**src/rtl/wb_pkg.sv**
```systemverilog
// Shared constants and the write-back entry type for the wb_arbiter slice.
package wb_pkg;

    localparam int REG_ADDR_W = 5;
    localparam int NUM_REGS   = 32;
    localparam int WB_XLEN    = 32;

    typedef struct packed {
        logic [REG_ADDR_W-1:0] rd;
        logic [WB_XLEN-1:0]    data;
    } wb_entry_t;

endpackage

```
**src/rtl/wb_arbiter_if.sv**
```systemverilog
// Bus between the execute/load units, decode, and the register-file write port.
// slave: seen from the arbiter; master: seen from the units driving it.
import wb_pkg::*;

interface wb_arbiter_if #(
    parameter int XLEN = WB_XLEN
);
    logic                  stall;
    logic                  ex_valid;
    logic                  ex_ready;
    logic [REG_ADDR_W-1:0] ex_rd;
    logic [XLEN-1:0]       ex_data;
    logic                  ld_issue;
    logic [REG_ADDR_W-1:0] ld_issue_rd;
    logic                  ld_valid;
    logic                  ld_ready;
    logic [REG_ADDR_W-1:0] ld_rd;
    logic [XLEN-1:0]       ld_data;
    logic                  rdWrite;
    logic [REG_ADDR_W-1:0] rdAddr;
    logic [XLEN-1:0]       rdData;
    logic [NUM_REGS-1:0]   busy_mask;

    modport slave (
        input  stall, ex_valid, ex_rd, ex_data, ld_issue, ld_issue_rd,
               ld_valid, ld_rd, ld_data,
        output ex_ready, ld_ready, rdWrite, rdAddr, rdData, busy_mask
    );

    modport master (
        output stall, ex_valid, ex_rd, ex_data, ld_issue, ld_issue_rd,
               ld_valid, ld_rd, ld_data,
        input  ex_ready, ld_ready, rdWrite, rdAddr, rdData, busy_mask
    );
endinterface

```
**src/rtl/wb_load_queue.sv**
```systemverilog
// Small FIFO holding returned load results until the write port is free.
// DEPTH must be a power of two so the pointers wrap naturally.
import wb_pkg::*;

module wb_load_queue #(
    parameter int unsigned DEPTH = 2
) (
    input  logic      clk,
    input  logic      rst_n,
    input  logic      push,
    input  wb_entry_t push_entry,
    input  logic      pop,
    output logic      full,
    output logic      empty,
    output wb_entry_t head
);
    localparam int unsigned PW = (DEPTH > 1) ? $clog2(DEPTH) : 1;

    logic [PW-1:0] head_ptr;
    logic [PW-1:0] tail_ptr;
    logic [PW:0]   count;
    wb_entry_t     mem [DEPTH];
    logic          do_push;
    logic          do_pop;

    assign full    = (count == (PW+1)'(DEPTH));
    assign empty   = (count == '0);
    assign head    = mem[head_ptr];
    assign do_pop  = pop && !empty;
    // A full queue still takes a push when the head leaves in the same cycle.
    assign do_push = push && (!full || do_pop);

    // Entry storage; contents are don't-care while unoccupied.
    always_ff @(posedge clk) begin
        if (do_push) mem[tail_ptr] <= push_entry;
    end

    // Pointer and occupancy bookkeeping.
    always_ff @(posedge clk or negedge rst_n) begin
        if (!rst_n) begin
            head_ptr <= '0;
            tail_ptr <= '0;
            count    <= '0;
        end else begin
            if (do_push) tail_ptr <= tail_ptr + 1'b1;
            if (do_pop)  head_ptr <= head_ptr + 1'b1;
            case ({do_push, do_pop})
                2'b10:   count <= count + 1'b1;
                2'b01:   count <= count - 1'b1;
                default: count <= count;
            endcase
        end
    end
endmodule

```
**src/rtl/wb_arbiter.sv**
```systemverilog
// Write-back arbiter: merges execute results and queued load results onto the
// single register-file write port and tracks pending loads for decode.
// Optional macro WB_PERF_EN adds ex_block_cnt / ld_wr_cnt counters.
import wb_pkg::*;

module wb_arbiter #(
    parameter int XLEN     = WB_XLEN,
    parameter int LQ_DEPTH = 2
) (
    input  logic              clk,
    input  logic              rst_n,
    wb_arbiter_if.slave       bus
`ifdef WB_PERF_EN
    ,
    output logic [31:0]       ex_block_cnt,
    output logic [31:0]       ld_wr_cnt
`endif
);
    logic                  full;
    logic                  empty;
    wb_entry_t             head;
    wb_entry_t             push_entry;
    logic                  push;
    logic                  pop;
    logic                  ex_take;
    logic [XLEN-1:0]       ld_data;
    logic [NUM_REGS-1:0]   busy;
    logic [NUM_REGS-1:0]   set_vec;
    logic [NUM_REGS-1:0]   clr_vec;
    logic                  wr_en;
    logic [REG_ADDR_W-1:0] wr_addr;
    logic [XLEN-1:0]       wr_data;

    assign ld_data       = bus.ld_data;
    assign push_entry    = '{rd: bus.ld_rd, data: ld_data};
    assign bus.ld_ready  = !full;
    assign push          = bus.ld_valid && !full;
    assign pop           = !bus.stall && !empty;
    // Loads always win: execute only proceeds when no load is queued or arriving.
    assign bus.ex_ready  = !bus.stall && empty && !push;
    assign ex_take       = bus.ex_valid && bus.ex_ready;

    assign bus.rdWrite   = wr_en;
    assign bus.rdAddr    = wr_addr;
    assign bus.rdData    = wr_data;
    assign bus.busy_mask = busy;

    wb_load_queue #(
        .DEPTH (LQ_DEPTH)
    ) u_lq (
        .clk        (clk),
        .rst_n      (rst_n),
        .push       (push),
        .push_entry (push_entry),
        .pop        (pop),
        .full       (full),
        .empty      (empty),
        .head       (head)
    );

    // Registered write port: queued load, else execute result, else idle.
    always_ff @(posedge clk or negedge rst_n) begin
        if (!rst_n) begin
            wr_en   <= 1'b0;
            wr_addr <= '0;
            wr_data <= '0;
        end else if (pop) begin
            wr_en   <= (head.rd != '0);
            wr_addr <= head.rd;
            wr_data <= head.data;
        end else if (ex_take) begin
            wr_en   <= (bus.ex_rd != '0);
            wr_addr <= bus.ex_rd;
            wr_data <= bus.ex_data;
        end else begin
            wr_en   <= 1'b0;
        end
    end

    // Scoreboard set/clear vectors for this cycle.
    always_comb begin
        set_vec = '0;
        clr_vec = '0;
        if (bus.ld_issue && bus.ld_issue_rd != '0) set_vec[bus.ld_issue_rd] = 1'b1;
        if (pop && head.rd != '0)                  clr_vec[head.rd]         = 1'b1;
    end

    // Pending-load scoreboard; a new issue overrides a same-cycle write-back.
    always_ff @(posedge clk or negedge rst_n) begin
        if (!rst_n) begin
            busy <= '0;
        end else begin
            busy <= ((busy & ~clr_vec) | set_vec) & ~NUM_REGS'(1);
        end
    end

`ifdef WB_PERF_EN
    // Blocked-execute and load-write counters, wrapping at 2^32.
    always_ff @(posedge clk or negedge rst_n) begin
        if (!rst_n) begin
            ex_block_cnt <= '0;
            ld_wr_cnt    <= '0;
        end else begin
            if (bus.ex_valid && !bus.ex_ready) ex_block_cnt <= ex_block_cnt + 32'd1;
            if (pop && head.rd != '0)          ld_wr_cnt    <= ld_wr_cnt + 32'd1;
        end
    end
`endif

    // Reissuing a register on the cycle its previous load is written back is legal.
    a_issue_busy : assert property (@(posedge clk) disable iff (!rst_n)
        !(bus.ld_issue && bus.ld_issue_rd != '0 && busy[bus.ld_issue_rd] && !clr_vec[bus.ld_issue_rd]));
    a_ex_busy : assert property (@(posedge clk) disable iff (!rst_n)
        !(ex_take && bus.ex_rd != '0 && busy[bus.ex_rd]));
    a_ld_not_busy : assert property (@(posedge clk) disable iff (!rst_n)
        !(bus.ld_valid && bus.ld_rd != '0 && !busy[bus.ld_rd]));
endmodule

```
**src/flat_wrapper.sv**
```systemverilog
// flat-port wrapper written by rule: the top's interface ports become plain ports
module wb_arbiter_flat 
#(
    parameter int XLEN     = WB_XLEN,
    parameter int LQ_DEPTH = 2
)
  (clk, rst_n, bus_stall, bus_ex_valid, bus_ex_rd, bus_ex_data, bus_ld_issue, bus_ld_issue_rd, bus_ld_valid, bus_ld_rd, bus_ld_data, bus_ex_ready, bus_ld_ready, bus_rdWrite, bus_rdAddr, bus_rdData, bus_busy_mask);
  wb_arbiter_if #(.XLEN(XLEN)) bus_i ();
  input  logic clk;
  input  logic rst_n;
  input wire logic [$bits(bus_i.stall)-1:0] bus_stall;
  input wire logic [$bits(bus_i.ex_valid)-1:0] bus_ex_valid;
  input wire logic [$bits(bus_i.ex_rd)-1:0] bus_ex_rd;
  input wire logic [$bits(bus_i.ex_data)-1:0] bus_ex_data;
  input wire logic [$bits(bus_i.ld_issue)-1:0] bus_ld_issue;
  input wire logic [$bits(bus_i.ld_issue_rd)-1:0] bus_ld_issue_rd;
  input wire logic [$bits(bus_i.ld_valid)-1:0] bus_ld_valid;
  input wire logic [$bits(bus_i.ld_rd)-1:0] bus_ld_rd;
  input wire logic [$bits(bus_i.ld_data)-1:0] bus_ld_data;
  output wire logic [$bits(bus_i.ex_ready)-1:0] bus_ex_ready;
  output wire logic [$bits(bus_i.ld_ready)-1:0] bus_ld_ready;
  output wire logic [$bits(bus_i.rdWrite)-1:0] bus_rdWrite;
  output wire logic [$bits(bus_i.rdAddr)-1:0] bus_rdAddr;
  output wire logic [$bits(bus_i.rdData)-1:0] bus_rdData;
  output wire logic [$bits(bus_i.busy_mask)-1:0] bus_busy_mask;
  assign bus_i.stall = bus_stall;
  assign bus_i.ex_valid = bus_ex_valid;
  assign bus_i.ex_rd = bus_ex_rd;
  assign bus_i.ex_data = bus_ex_data;
  assign bus_i.ld_issue = bus_ld_issue;
  assign bus_i.ld_issue_rd = bus_ld_issue_rd;
  assign bus_i.ld_valid = bus_ld_valid;
  assign bus_i.ld_rd = bus_ld_rd;
  assign bus_i.ld_data = bus_ld_data;
  assign bus_ex_ready = bus_i.ex_ready;
  assign bus_ld_ready = bus_i.ld_ready;
  assign bus_rdWrite = bus_i.rdWrite;
  assign bus_rdAddr = bus_i.rdAddr;
  assign bus_rdData = bus_i.rdData;
  assign bus_busy_mask = bus_i.busy_mask;
  wb_arbiter #(.XLEN(XLEN), .LQ_DEPTH(LQ_DEPTH)) u_core (.clk(clk), .rst_n(rst_n), .bus(bus_i));
endmodule
```
**config.mk**
```make
export PLATFORM = sky130hd
export DESIGN_NAME = wb_arbiter_flat
export DESIGN_NICKNAME = d
export VERILOG_FILES = /design/src/rtl/wb_pkg.sv /design/src/rtl/wb_arbiter_if.sv /design/src/rtl/wb_load_queue.sv /design/src/rtl/wb_arbiter.sv /design/src/flat_wrapper.sv
export SDC_FILE = /design/constraint.sdc
export NUM_CORES = 1
export LEC_CHECK = 0
export ABC_AREA = 1
export CORE_MARGIN = 2
export CORE_UTILIZATION = 53
export DETAILED_ROUTE_END_ITERATION = 12
export MAX_ROUTING_LAYER = met4
export PLACE_DENSITY = 0.85
export SKIP_LAST_GASP = 1
export SLEW_MARGIN = 10
export SYNTH_ARGS = -nofsm -noshare
export SYNTH_HDL_FRONTEND = slang
export SYNTH_SLANG_ARGS = --single-unit
```
**constraint.sdc**
```tcl
create_clock -name clk -period 6.51 [get_ports clk]
set_input_delay 1.6275 -clock clk [delete_from_list [all_inputs] [get_ports clk]]
set_output_delay 1.6275 -clock clk [all_outputs]
set_load 0.05 [all_outputs]
```
==> results of run 1 <==
-- layer usage --
metal  track usage  part of all wire
met5             -                 0
met4         0.101             0.022
met3        0.0508             0.061
met2         0.399              0.50
met1         0.309              0.41
-- sequential cells by signal, indices dropped and copies added (netlist names) --
name / flops
u_core.bus.busy_mask: 31
u_core.bus.rdAddr: 5
u_core.bus.rdData: 32
u_core.bus.rdWrite: 1
u_core.u_lq.count: 2
u_core.u_lq.head_ptr: 1
u_core.u_lq.mem: 74
u_core.u_lq.tail_ptr: 1
-- worst max-delay path, cell delays in order --
cell,delay (ns)
sky130_fd_sc_hd__clkdlybuf4s50_1,0.50
sky130_fd_sc_hd__nor3b_2,0.38
sky130_fd_sc_hd__clkdlybuf4s50_1,0.87
-- metrics by stage --
| stage | std cells | setup slack (ns) | power [mW] | instance area [um^2] |
|---|---|---|---|---|
| global route | 926 | 1.43 | 4.74 | 8370 |
| finish | 926 | 1.50 | 4.51 | 8370 |
| global placement | 894 | 1.59 | 3.56 | 7810 |
| detailed placement | 894 | 1.52 | 3.63 | 7810 |
| CTS | 926 | 1.52 | 4.53 | 8370 |
| floorplan | 623 | 2.46 | 2.92 | 6220 |
-- power groups by stage --
stage / sequential (mW) / clock (mW) / combinational [mW]
2_1_floorplan: 2.25 / 0 / 0.668
3_3_place_gp: 1.50 / 0 / 2.06
3_5_place_dp: 1.51 / 0 / 2.11
4_1_cts: 1.50 / 0.915 / 2.12
5_1_grt: 1.54 / 0.956 / 2.25
6_report: 1.50 / 0.901 / 2.10
-- worst min path at each step --
stage | cells after the start | start | endpoint
after floorplan | 2 | u_core.u_lq.tail_ptr | u_core.u_lq.tail_ptr
after global placement | 2 | u_core.bus.busy_mask[19] | u_core.bus.busy_mask[19]
after CTS | 2 | u_core.bus.busy_mask[19] | u_core.bus.busy_mask[19]
after detailed placement | 2 | u_core.bus.busy_mask[19] | u_core.bus.busy_mask[19]
after global routing | 2 | u_core.bus.busy_mask[7] | u_core.bus.busy_mask[7]
final | 2 | u_core.bus.busy_mask[19] | u_core.bus.busy_mask[19]
-- cells by family (layout without fill, tap and decap cells) --
family / Yosys count / count (layout) / share of synthesized area
AOI/OAI and AO/OA: 117 / 117 / 0.0957
xor gates and xnor gates: 3 / 3 / 0.00422
adders and majority gates: 1 / 1 / 0.00201
buffers and inverters: 54 / 214 / 0.0426
DFF: 147 / 147 / 0.651
other: 1 / 1 / 0.000603
and+or+nand+nor: 300 / 300 / 0.204
-- layout make-up --
type,count,share of cell area
flip-flops and latches,147,0.484
multi-input cells,422,0.230
repair buffers,157,0.187
clock buffers,22,0.0580
well taps,143,0.0214
inverters,25,0.0112
clock inverters,10,0.00882
-- layout by cell type (no fill, tap or decap), types with 3 or more instances in the layout --
| cell | synthesis | layout |
|---|---|---|
| sky130_fd_sc_hd__o211ai_1 | 4 | 4 |
| sky130_fd_sc_hd__buf_4 | 6 | 3 |
| sky130_fd_sc_hd__clkbuf_16 | 0 | 18 |
| sky130_fd_sc_hd__dfrtp_1 | 73 | 73 |
| sky130_fd_sc_hd__o21ai_0 | 81 | 81 |
| sky130_fd_sc_hd__o21ai_1 | 30 | 30 |
| sky130_fd_sc_hd__clkdlybuf4s50_1 | 0 | 154 |
| sky130_fd_sc_hd__nand2_4 | 4 | 4 |
| sky130_fd_sc_hd__inv_2 | 3 | 3 |
| sky130_fd_sc_hd__edfxtp_1 | 74 | 74 |
| sky130_fd_sc_hd__nor3_1 | 4 | 4 |
| sky130_fd_sc_hd__clkinvlp_4 | 0 | 5 |
| sky130_fd_sc_hd__nand2_1 | 139 | 139 |
| sky130_fd_sc_hd__nand3_1 | 44 | 44 |
| sky130_fd_sc_hd__nor2_4 | 2 | 5 |
| sky130_fd_sc_hd__nor2_1 | 97 | 95 |
| sky130_fd_sc_hd__inv_1 | 22 | 22 |
| sky130_fd_sc_hd__nand2_2 | 4 | 4 |
==> results.md, run 1 <==
- Global route overflow: 0
- Number of optimization iterations in the first detailed-route pass: 5
- Net count of the mapped netlist: 709
- Nature of the critical path endpoint: primary output
- Worst Hold Slack: 0.472 ns
- Via count: 4975
- Horizontal extent of the die: 112 um
- Total core area: 0.0114 mm^2
- Crit path required time: 4.88 ns
- Number of antenna violations at the first check in global routing: 0
- Switching share of total power: 0.445
- Top cells by count, synth: sky130_fd_sc_hd__nand2_1, sky130_fd_sc_hd__nor2_1, sky130_fd_sc_hd__o21ai_0
- Number of enable-type register cells in the synthesized netlist: 74
- Switching power: 2.01 mW
- Port-buffer cells: 155
- Area share of the leading cell type in the synthesized netlist: 0.357
- Library cell used as clock root buffer: sky130_fd_sc_hd__clkbuf_16
- Avg Synthesized Cell Area: 9.99 um^2
- Register share of total power: 0.333
- Maximum frequency from static timing analysis: 0.199 GHz
- Detailed-route vias per instance: 5.37
- Initial Util: 0.545
- Total number of nets in the final design: 856
- Starting DRT DRC Count: 405
- Dpl hpwl: 9980 um
- Ant diodes: 0
- CP Launch Type: input pin
- Via count of the first global-routing pass: 5000
- Launch point of the critical path: bus_ld_valid
- Share of total power in the clock network: 0.200
- WS Path Type: input pin to primary output
- Clock latency on the worst-skew pair: 0.40 ns
- Netlist area before placement: 0.00622 mm^2
- Area taken by multi-input logic gates: 0.00193 mm^2
- Clk pin slew, worst setup/hold paths: 0.06 ns
- Number of cells traversed by the worst register-to-register path: 6
- Reg-to-Reg End: u_core.bus.busy_mask[12]
- Final Cycle Share: 0.770
- Longest Clk Path Bufs: 2
- Portion of total power attributed to combinational logic: 0.467
- Reg2Reg Launch Point: u_core.u_lq.count[0]
- Post-CTS setup buffer count: 0
- Number of warning messages in the yosys log: 0
- Min Clock Period, post-route: 5.01 ns
- Cells taking the most area after synthesis: sky130_fd_sc_hd__edfxtp_1, sky130_fd_sc_hd__dfrtp_1, sky130_fd_sc_hd__nand2_1
- Ys async rst share: 0.497
- Headroom to the max-slew limit: 0.252
- Tightest Hold Check Type: flop to flop
- Flip-flop and latch count after synthesis: 147
- Core occupancy in the finished layout: 0.733
- Worst clock skew: 0.00688 ns
- Worst setup endpoint: bus_ex_ready
- Sequential Area: 0.00405 mm^2
- Setup repair after global routing missed its margin: no
- Leakage power summed over all cells: 3.37 nW
- Average routed wire per standard cell: 16.0 um
- Global-route wire length before repair: 24000 um
- Pins over their slew limit: 0
- Clock tree from TritonCTS: yes
- Final count of negative-setup-slack endpoints: 0
- Number of I/O pins: 157
- Final weighted congestion in routability-driven placement: 0.921
- Worst endpoint data arrival time: 3.39 ns
- Die H: 112 um
- Layout cell share with drive strength beyond 1: 0.0677
- Number of cells upsized or downsized after cts: 0
- TritonCTS Buffers: 17
- Accumulated negative setup slack: 0 ns
- FF-to-FF setup slack: 4.07 ns
- Total internal power: 2.50 mW
- Sequential area share after synthesis: 0.651
- Most frequent cell after synthesis: sky130_fd_sc_hd__nand2_1
- Residual antenna-violating net count after detailed routing: 0
- Clock sink total: 147
- H-tree depth: 4
- Count of unresolved DRC violations after routing: 0
- Slew at the pin closest to its max-slew limit: 1.12 ns
- Yosys cell types: 28
- Gr usage total: 0.247
- Count of maximum capacitance violations: 0
- Full die area: 0.0126 mm^2
- Number of filler cells placed in the layout: 835
- Growth of design area from synthesis to finish: 34.6%
- Outcome: finished clean
- Largest net degree at the start of global routing: 74
- Final hold violation count: 0
- Top cell type by total area after synthesis: sky130_fd_sc_hd__edfxtp_1
- Commonest register cell after synthesis: sky130_fd_sc_hd__edfxtp_1
- Cell count after synthesis: 623
- Power density normalized to cell area: 538 mW/mm^2
- Number of buffers added to fix hold violations after cts: 0
- Placement Rows: 39
- Final wirelength: 14800 um
- Worst VDD drop: 305 uV
- Critical path fanouts, max: 6
Note: power is estimated with default switching activity, not from simulation.
==> run 2, diff against run 1 <==
CORE_UTILIZATION = 49   (was 53)
PLACE_DENSITY = 0.8   (was 0.85)
clock period = 4.7 ns   (was 6.51 ns; I/O delays follow)
==> results.md, run 2 (synthesis gave the netlist of run 1 again) <==
- Power density normalized to cell area: 756 mW/mm^2 (was 538 mW/mm^2)
- Dpl hpwl: 10100 um (was 9980 um)
- Critical path fanouts, max: 6 (unchanged)
- Leakage power summed over all cells: 3.40 nW (was 3.37 nW)
- Outcome: finished clean (unchanged)
- TritonCTS Buffers: 17 (unchanged)
- Reg2Reg Launch Point: u_core.u_lq.count[0] (unchanged)
- Via count: 5001 (was 4975)
- Average routed wire per standard cell: 15.8 um (was 16.0 um)
- Final count of negative-setup-slack endpoints: 0 (unchanged)
- Reg with most FFs: u_core.u_lq.mem (unchanged)
- Full die area: 0.0136 mm^2 (was 0.0126 mm^2)
- Via count of the first global-routing pass: 4945 (was 5000)
- Nature of the critical path endpoint: primary output (unchanged)
- Headroom to the max-slew limit: 0.272 (was 0.252)
- Detailed-route vias per instance: 5.23 (was 5.37)
- Launch point of the worst hold path: u_core.bus.busy_mask[21] (was u_core.bus.busy_mask[19])
- Placement Rows: 41 (was 39)
- Number of filler cells placed in the layout: 991 (was 835)
- Global route overflow: 0 (unchanged)
- Global-route wire length before repair: 24000 um (about the same)
- CP Launch Type: input pin (unchanged)
- Clk pin slew, worst setup/hold paths: 0.06 ns (about the same)
- Worst VDD drop: 363 uV (was 305 uV)
- Count of unresolved DRC violations after routing: 0 (unchanged)
- Longest Clk Path Bufs: 2 (unchanged)
- Number of antenna violations at the first check in global routing: 0 (unchanged)
- Number of buffers added to fix hold violations after cts: 0 (unchanged)
- Gr usage total: 0.242 (was 0.247)
- Launch point of the critical path: bus_stall (was bus_ld_valid)
- Final Cycle Share: 0.872
- Most common cell after layout, fill and taps aside: sky130_fd_sc_hd__clkdlybuf4s50_1 (unchanged)
- Count of maximum capacitance violations: 0 (unchanged)
- Starting DRT DRC Count: 427 (was 405)
- Clock tree from TritonCTS: yes (unchanged)
- Number of optimization iterations in the first detailed-route pass: 5 (unchanged)
- Crit path required time: 3.52 ns (was 4.88 ns)
- Slew at the pin closest to its max-slew limit: 1.09 ns (was 1.12 ns)
- Final wirelength: 15100 um (was 14800 um)
- Final hold violation count: 0 (unchanged)
- Cell chain of the critical path: clkdlybuf4s50_1 > nor3b_2 > clkdlybuf4s50_1 (unchanged)
- Pins over their slew limit: 0 (unchanged)
- WP buf/inv: 2 (unchanged)
- Clock sink total: 147 (unchanged)
- Setup repair after global routing missed its margin: no (unchanged)
- H-tree depth: 4 (unchanged)
- Growth of design area from synthesis to finish: 36.3% (was 34.6%)
- Delay-heaviest family, CP: buffers and inverters (unchanged)
- Cell mode on critical path: sky130_fd_sc_hd__clkdlybuf4s50_1 (unchanged)
- Clock latency on the worst-skew pair: 0.42 ns (was 0.40 ns)
- Accumulated negative setup slack: 0 ns (unchanged)
- Min Clock Period, post-route: 4.10 ns
- Sequential Area: 0.00405 mm^2 (unchanged)
- Max FFs per register: 74 (unchanged)
- Number of cells upsized or downsized after cts: 0 (unchanged)
- Worst clock skew: 0.00772 ns (was 0.00688 ns)
- Worst endpoint data arrival time: 2.92 ns (was 3.39 ns)
- Largest net degree at the start of global routing: 74 (unchanged)
- Cell with the largest stage delay on the worst path: sky130_fd_sc_hd__clkdlybuf4s50_1 (unchanged)
- WS Path Type: input pin to primary output (unchanged)
- Port-buffer cells: 155 (unchanged)
- Horizontal extent of the die: 117 um (was 112 um)
- Ant diodes: 0 (unchanged)
- Number of I/O pins: 157 (unchanged)
- Final weighted congestion in routability-driven placement: 0.894 (was 0.921)
- Initial Util: 0.497 (was 0.545)
- Cell Count, Final, Fillers Out: 957 (was 926)
- Leading cell types in the layout, fill and taps excluded: sky130_fd_sc_hd__clkdlybuf4s50_1, sky130_fd_sc_hd__nand2_1, sky130_fd_sc_hd__nor2_1 (unchanged)
- FF-to-FF setup slack: 2.33 ns (was 4.07 ns)
- Residual antenna-violating net count after detailed routing: 0 (unchanged)
- Library cell used as clock root buffer: sky130_fd_sc_hd__clkbuf_16 (unchanged)
- Total core area: 0.0125 mm^2 (was 0.0114 mm^2)
- Worst Hold Slack: 0.476 ns (was 0.472 ns)
- Tightest Hold Check Type: flop to flop (unchanged)
- Die H: 117 um (was 112 um)
- Maximum frequency from static timing analysis: 0.244 GHz
- Area taken by multi-input logic gates: 0.00193 mm^2 (unchanged)
- Post-CTS setup buffer count: 0 (unchanged)
- CP max stage delay: 0.87 ns (about the same)
- Cell total after placement: 925 (was 894)
- Total number of nets in the final design: 858 (was 856)
- Placement-stage cell area: 0.00787 mm^2 (was 0.00781 mm^2)
- Layout cell share with drive strength beyond 1: 0.0688 (was 0.0677)
- Final std cell area, no fill: 0.00848 mm^2 (was 0.00837 mm^2)
## run 2: cell types whose count changed in the layout (fill, tap and decap cells not counted), sizes merged
cell and delta:
clkbuf -4, bufinv +4, clkinvlp +1, inv -1
buf +2
## run 2: stage by stage
stage / power, mW / utilization / setup slack [ns]
after detailed placement: 5.04 / 0.628 / 0.610
after global placement: 4.95 / 0.628 / 0.679
final: 6.41 / 0.678 / 0.603
after CTS: 6.45 / 0.678 / 0.606
after floorplan: 4.04 / - / 1.40
after global routing: 6.76 / 0.678 / 0.551
## run 2: cell type report
type | count | area share
sequential | 147 | 0.477
clock buffer | 18 | 0.0506
clock inverter | 14 | 0.0220
timing repair buffer | 159 | 0.186
inverter | 25 | 0.0111
tap | 172 | 0.0254
multi-input combinational | 422 | 0.227
## run 2: path summary, 6_finish.rpt
| path | to | cells after the start |
|---|---|---|
| min | u_core.bus.busy_mask[21] | 2 |
| min reg2reg | u_core.bus.busy_mask[21] | 2 |
| max reg2reg | u_core.bus.rdData[25] | 7 |
| max in group asynchronous | u_core.bus.busy_mask[10] | 1 |
| max | bus_ex_ready | 3 |
| min in group asynchronous | u_core.bus.busy_mask[19] | 1 |
## run 2: where the power goes
part | switching [mW] | total (mW) | leakage [nW] | internal, mW
sequential | 0.232 | 2.08 | 1.56 | 1.85
combinational | 2.04 | 2.92 | 1.56 | 0.883
clock | 0.524 | 1.41 | 0.280 | 0.884
## run 2: worst min-delay path: stages (launching register included)
cell and delay (ns):
sky130_fd_sc_hd__dfrtp_1 0.34, sky130_fd_sc_hd__nand2_1 0.05, sky130_fd_sc_hd__nand2_1 0.05
## run 2: per-layer routing
layer,track usage,vias to the layer above,part of all wire
li1,-,2391,-
met1,0.285,2389,0.41
met2,0.400,183,0.51
met3,0.0581,38,0.055
met4,0.0996,0,0.025
met5,-,-,0
==> run 3, diff against run 2 <==
CORE_UTILIZATION = 63   (was 49)
DONT_BUFFER_PORTS = 1   (was default)
PLACE_DENSITY = 0.79   (was 0.8)
==> results.md, run 3 (synthesis gave the netlist of run 1 again) <==
- Crit path required time: 3.52 ns (about the same)
- Max FFs per register: 74 (unchanged)
- Starting DRT DRC Count: 336 (was 427)
- Core occupancy in the finished layout: 0.708 (was 0.678)
- Average routed wire per standard cell: 17.4 um (was 15.8 um)
- Ant diodes: 0 (unchanged)
- Full die area: 0.0107 mm^2 (was 0.0136 mm^2)
- Leakage power summed over all cells: 2.80 nW (was 3.40 nW)
- Final hold violation count: 0 (unchanged)
- Initial Util: 0.643 (was 0.497)
- Final wirelength: 13200 um (was 15100 um)
- Delay-heaviest family, CP: simple AND/OR/NAND/NOR gates (was buffers and inverters)
- Count of maximum capacitance violations: 0 (unchanged)
- Headroom to the max-slew limit: 0.252 (was 0.272)
- Detailed-route vias per instance: 5.76 (was 5.23)
- Sequential Area: 0.00405 mm^2 (unchanged)
- Number of antenna violations at the first check in global routing: 0 (unchanged)
- Post-CTS setup buffer count: 0 (unchanged)
- Final weighted congestion in routability-driven placement: 0.906 (was 0.894)
- Clock tree from TritonCTS: yes (unchanged)
- Critical path fanouts, max: 6 (unchanged)
- Final Cycle Share: 0.709 (was 0.872)
- Clock sink total: 147 (unchanged)
- Number of optimization iterations in the first detailed-route pass: 5 (unchanged)
- Port-buffer cells: 0 (was 155)
- Total number of nets in the final design: 702 (was 858)
- CP Launch Type: flop (was input pin)
- FF-to-FF setup slack: 2.35 ns (was 2.33 ns)
- Worst VDD drop: 401 uV (was 363 uV)
- Reg2Reg Launch Point: u_core.u_lq.count[0] (unchanged)
- Number of cells traversed by the worst register-to-register path: 7 (unchanged)
- Placement Rows: 36 (was 41)
- Final count of negative-setup-slack endpoints: 0 (unchanged)
- CP max stage delay: 0.93 ns (was 0.87 ns)
- Via count: 4389 (was 5001)
- Dpl hpwl: 8510 um (was 10100 um)
- Worst clock skew: 0.0104 ns (was 0.00772 ns)
- Accumulated negative setup slack: 0 ns (unchanged)
- Horizontal extent of the die: 103 um (was 117 um)
- Number of buffers added to fix hold violations after cts: 0 (unchanged)
- Growth of design area from synthesis to finish: 10.3% (was 36.3%)
- Clk pin slew, worst setup/hold paths: 0.06 ns (about the same)
- Global route overflow: 0 (unchanged)
- Reg with most FFs: u_core.u_lq.mem (unchanged)
- Total number of cells along the worst setup path: 2 (was 3)
- Tightest Hold Check Type: input pin to async pin (was flop to flop)
- Die H: 103 um (was 117 um)
- Min Clock Period, post-route: 3.33 ns (was 4.10 ns)
- Leading cell types in the layout, fill and taps excluded: sky130_fd_sc_hd__nand2_1, sky130_fd_sc_hd__nor2_1, sky130_fd_sc_hd__o21ai_0 (was sky130_fd_sc_hd__clkdlybuf4s50_1, sky130_fd_sc_hd__nand2_1, sky130_fd_sc_hd__nor2_1)
- Residual antenna-violating net count after detailed routing: 0 (unchanged)
- Outcome: finished clean (unchanged)
- Largest net degree at the start of global routing: 74 (unchanged)
- Pins over their slew limit: 0 (unchanged)
- Power density normalized to cell area: 827 mW/mm^2 (was 756 mW/mm^2)
- Via count of the first global-routing pass: 4215 (was 4945)
- Number of filler cells placed in the layout: 714 (was 991)
- Cell with the largest stage delay on the worst path: sky130_fd_sc_hd__nor3b_2 (was sky130_fd_sc_hd__clkdlybuf4s50_1)
- Setup repair after global routing missed its margin: no (unchanged)
- Global-route wire length before repair: 19900 um (was 24000 um)
- Slew at the pin closest to its max-slew limit: 1.12 ns (was 1.09 ns)
- TritonCTS Buffers: 17 (unchanged)
- Cell chain of the critical path: nor2_1 > nor3b_2 (was clkdlybuf4s50_1 > nor3b_2 > clkdlybuf4s50_1)
- Number of cells upsized or downsized after cts: 0 (unchanged)
- Layout cell share with drive strength beyond 1: 0.0779 (was 0.0688)
- Count of unresolved DRC violations after routing: 0 (unchanged)
- Gr usage total: 0.261 (was 0.242)
- Maximum frequency from static timing analysis: 0.300 GHz (was 0.244 GHz)
- Most common cell after layout, fill and taps aside: sky130_fd_sc_hd__nand2_1 (was sky130_fd_sc_hd__clkdlybuf4s50_1)
- Clock latency on the worst-skew pair: 0.52 ns (was 0.42 ns)
- H-tree depth: 4 (unchanged)
- Nature of the critical path endpoint: primary output (unchanged)
- WP buf/inv: 0 (was 2)
- Area taken by multi-input logic gates: 0.00193 mm^2 (unchanged)
- WS Path Type: flop to primary output (was input pin to primary output)
- Total core area: 0.00968 mm^2 (was 0.0125 mm^2)
- Number of I/O pins: 157 (unchanged)
- Worst endpoint data arrival time: 2.16 ns (was 2.92 ns)
- Longest Clk Path Bufs: 2 (unchanged)
- Reg-to-Reg End: u_core.bus.rdData[0] (was u_core.bus.rdData[25])
- Library cell used as clock root buffer: sky130_fd_sc_hd__clkbuf_8 (was sky130_fd_sc_hd__clkbuf_16)
==> run 3: routing by layer <==
layer,vias up,part of all wire,track usage,wire length (um)
met5,-,0,-,0
met4,0,0.017,0.112,225
met3,19,0.087,0.0968,1150
met2,185,0.50,0.409,6650
met1,2104,0.39,0.304,5200
li1,2081,-,-,-
==> run 3: worst max path at each step <==
stage                               from                     to  slack (ns)
CTS                 u_core.u_lq.count[0]           bus_ex_ready        1.35
global route        u_core.u_lq.count[0]           bus_ex_ready        1.24
detailed placement          bus_ld_valid           bus_ex_ready        1.50
finish              u_core.u_lq.count[0]           bus_ex_ready        1.37
global placement            bus_ld_valid           bus_ex_ready        1.53
floorplan                   bus_ld_valid  u_core.u_lq.mem[1][0]        1.40
==> run 3: through the flow <==
step	area [um^2]	setup slack (ns)	cells	hold slack (ns)	total power [mW]
global route	6860	1.24	762	0.306	5.97
finish	6860	1.37	762	0.344	5.68
detailed placement	6260	1.50	730	0.531	4.34
floorplan	6220	1.40	623	0.485	4.04
global placement	6260	1.53	730	0.510	4.27
CTS	6860	1.35	762	0.315	5.70
==> run 3: layout make-up <==
| cell class | instances | share of cell area |
|---|---|---|
| sequential | 147 | 0.590 |
| multi-input combinational | 422 | 0.281 |
| clock buffer | 22 | 0.0646 |
| tap | 133 | 0.0243 |
| clock inverter | 10 | 0.0230 |
| inverter | 25 | 0.0137 |
| timing repair buffer | 3 | 0.00328 |
==> run 3: report_power, final <==
part / internal [mW] / switching, mW / total [mW]
clock: 0.874 / 0.497 / 1.37
sequential: 1.83 / 1.35 / 3.18
combinational: 0.325 / 0.806 / 1.13
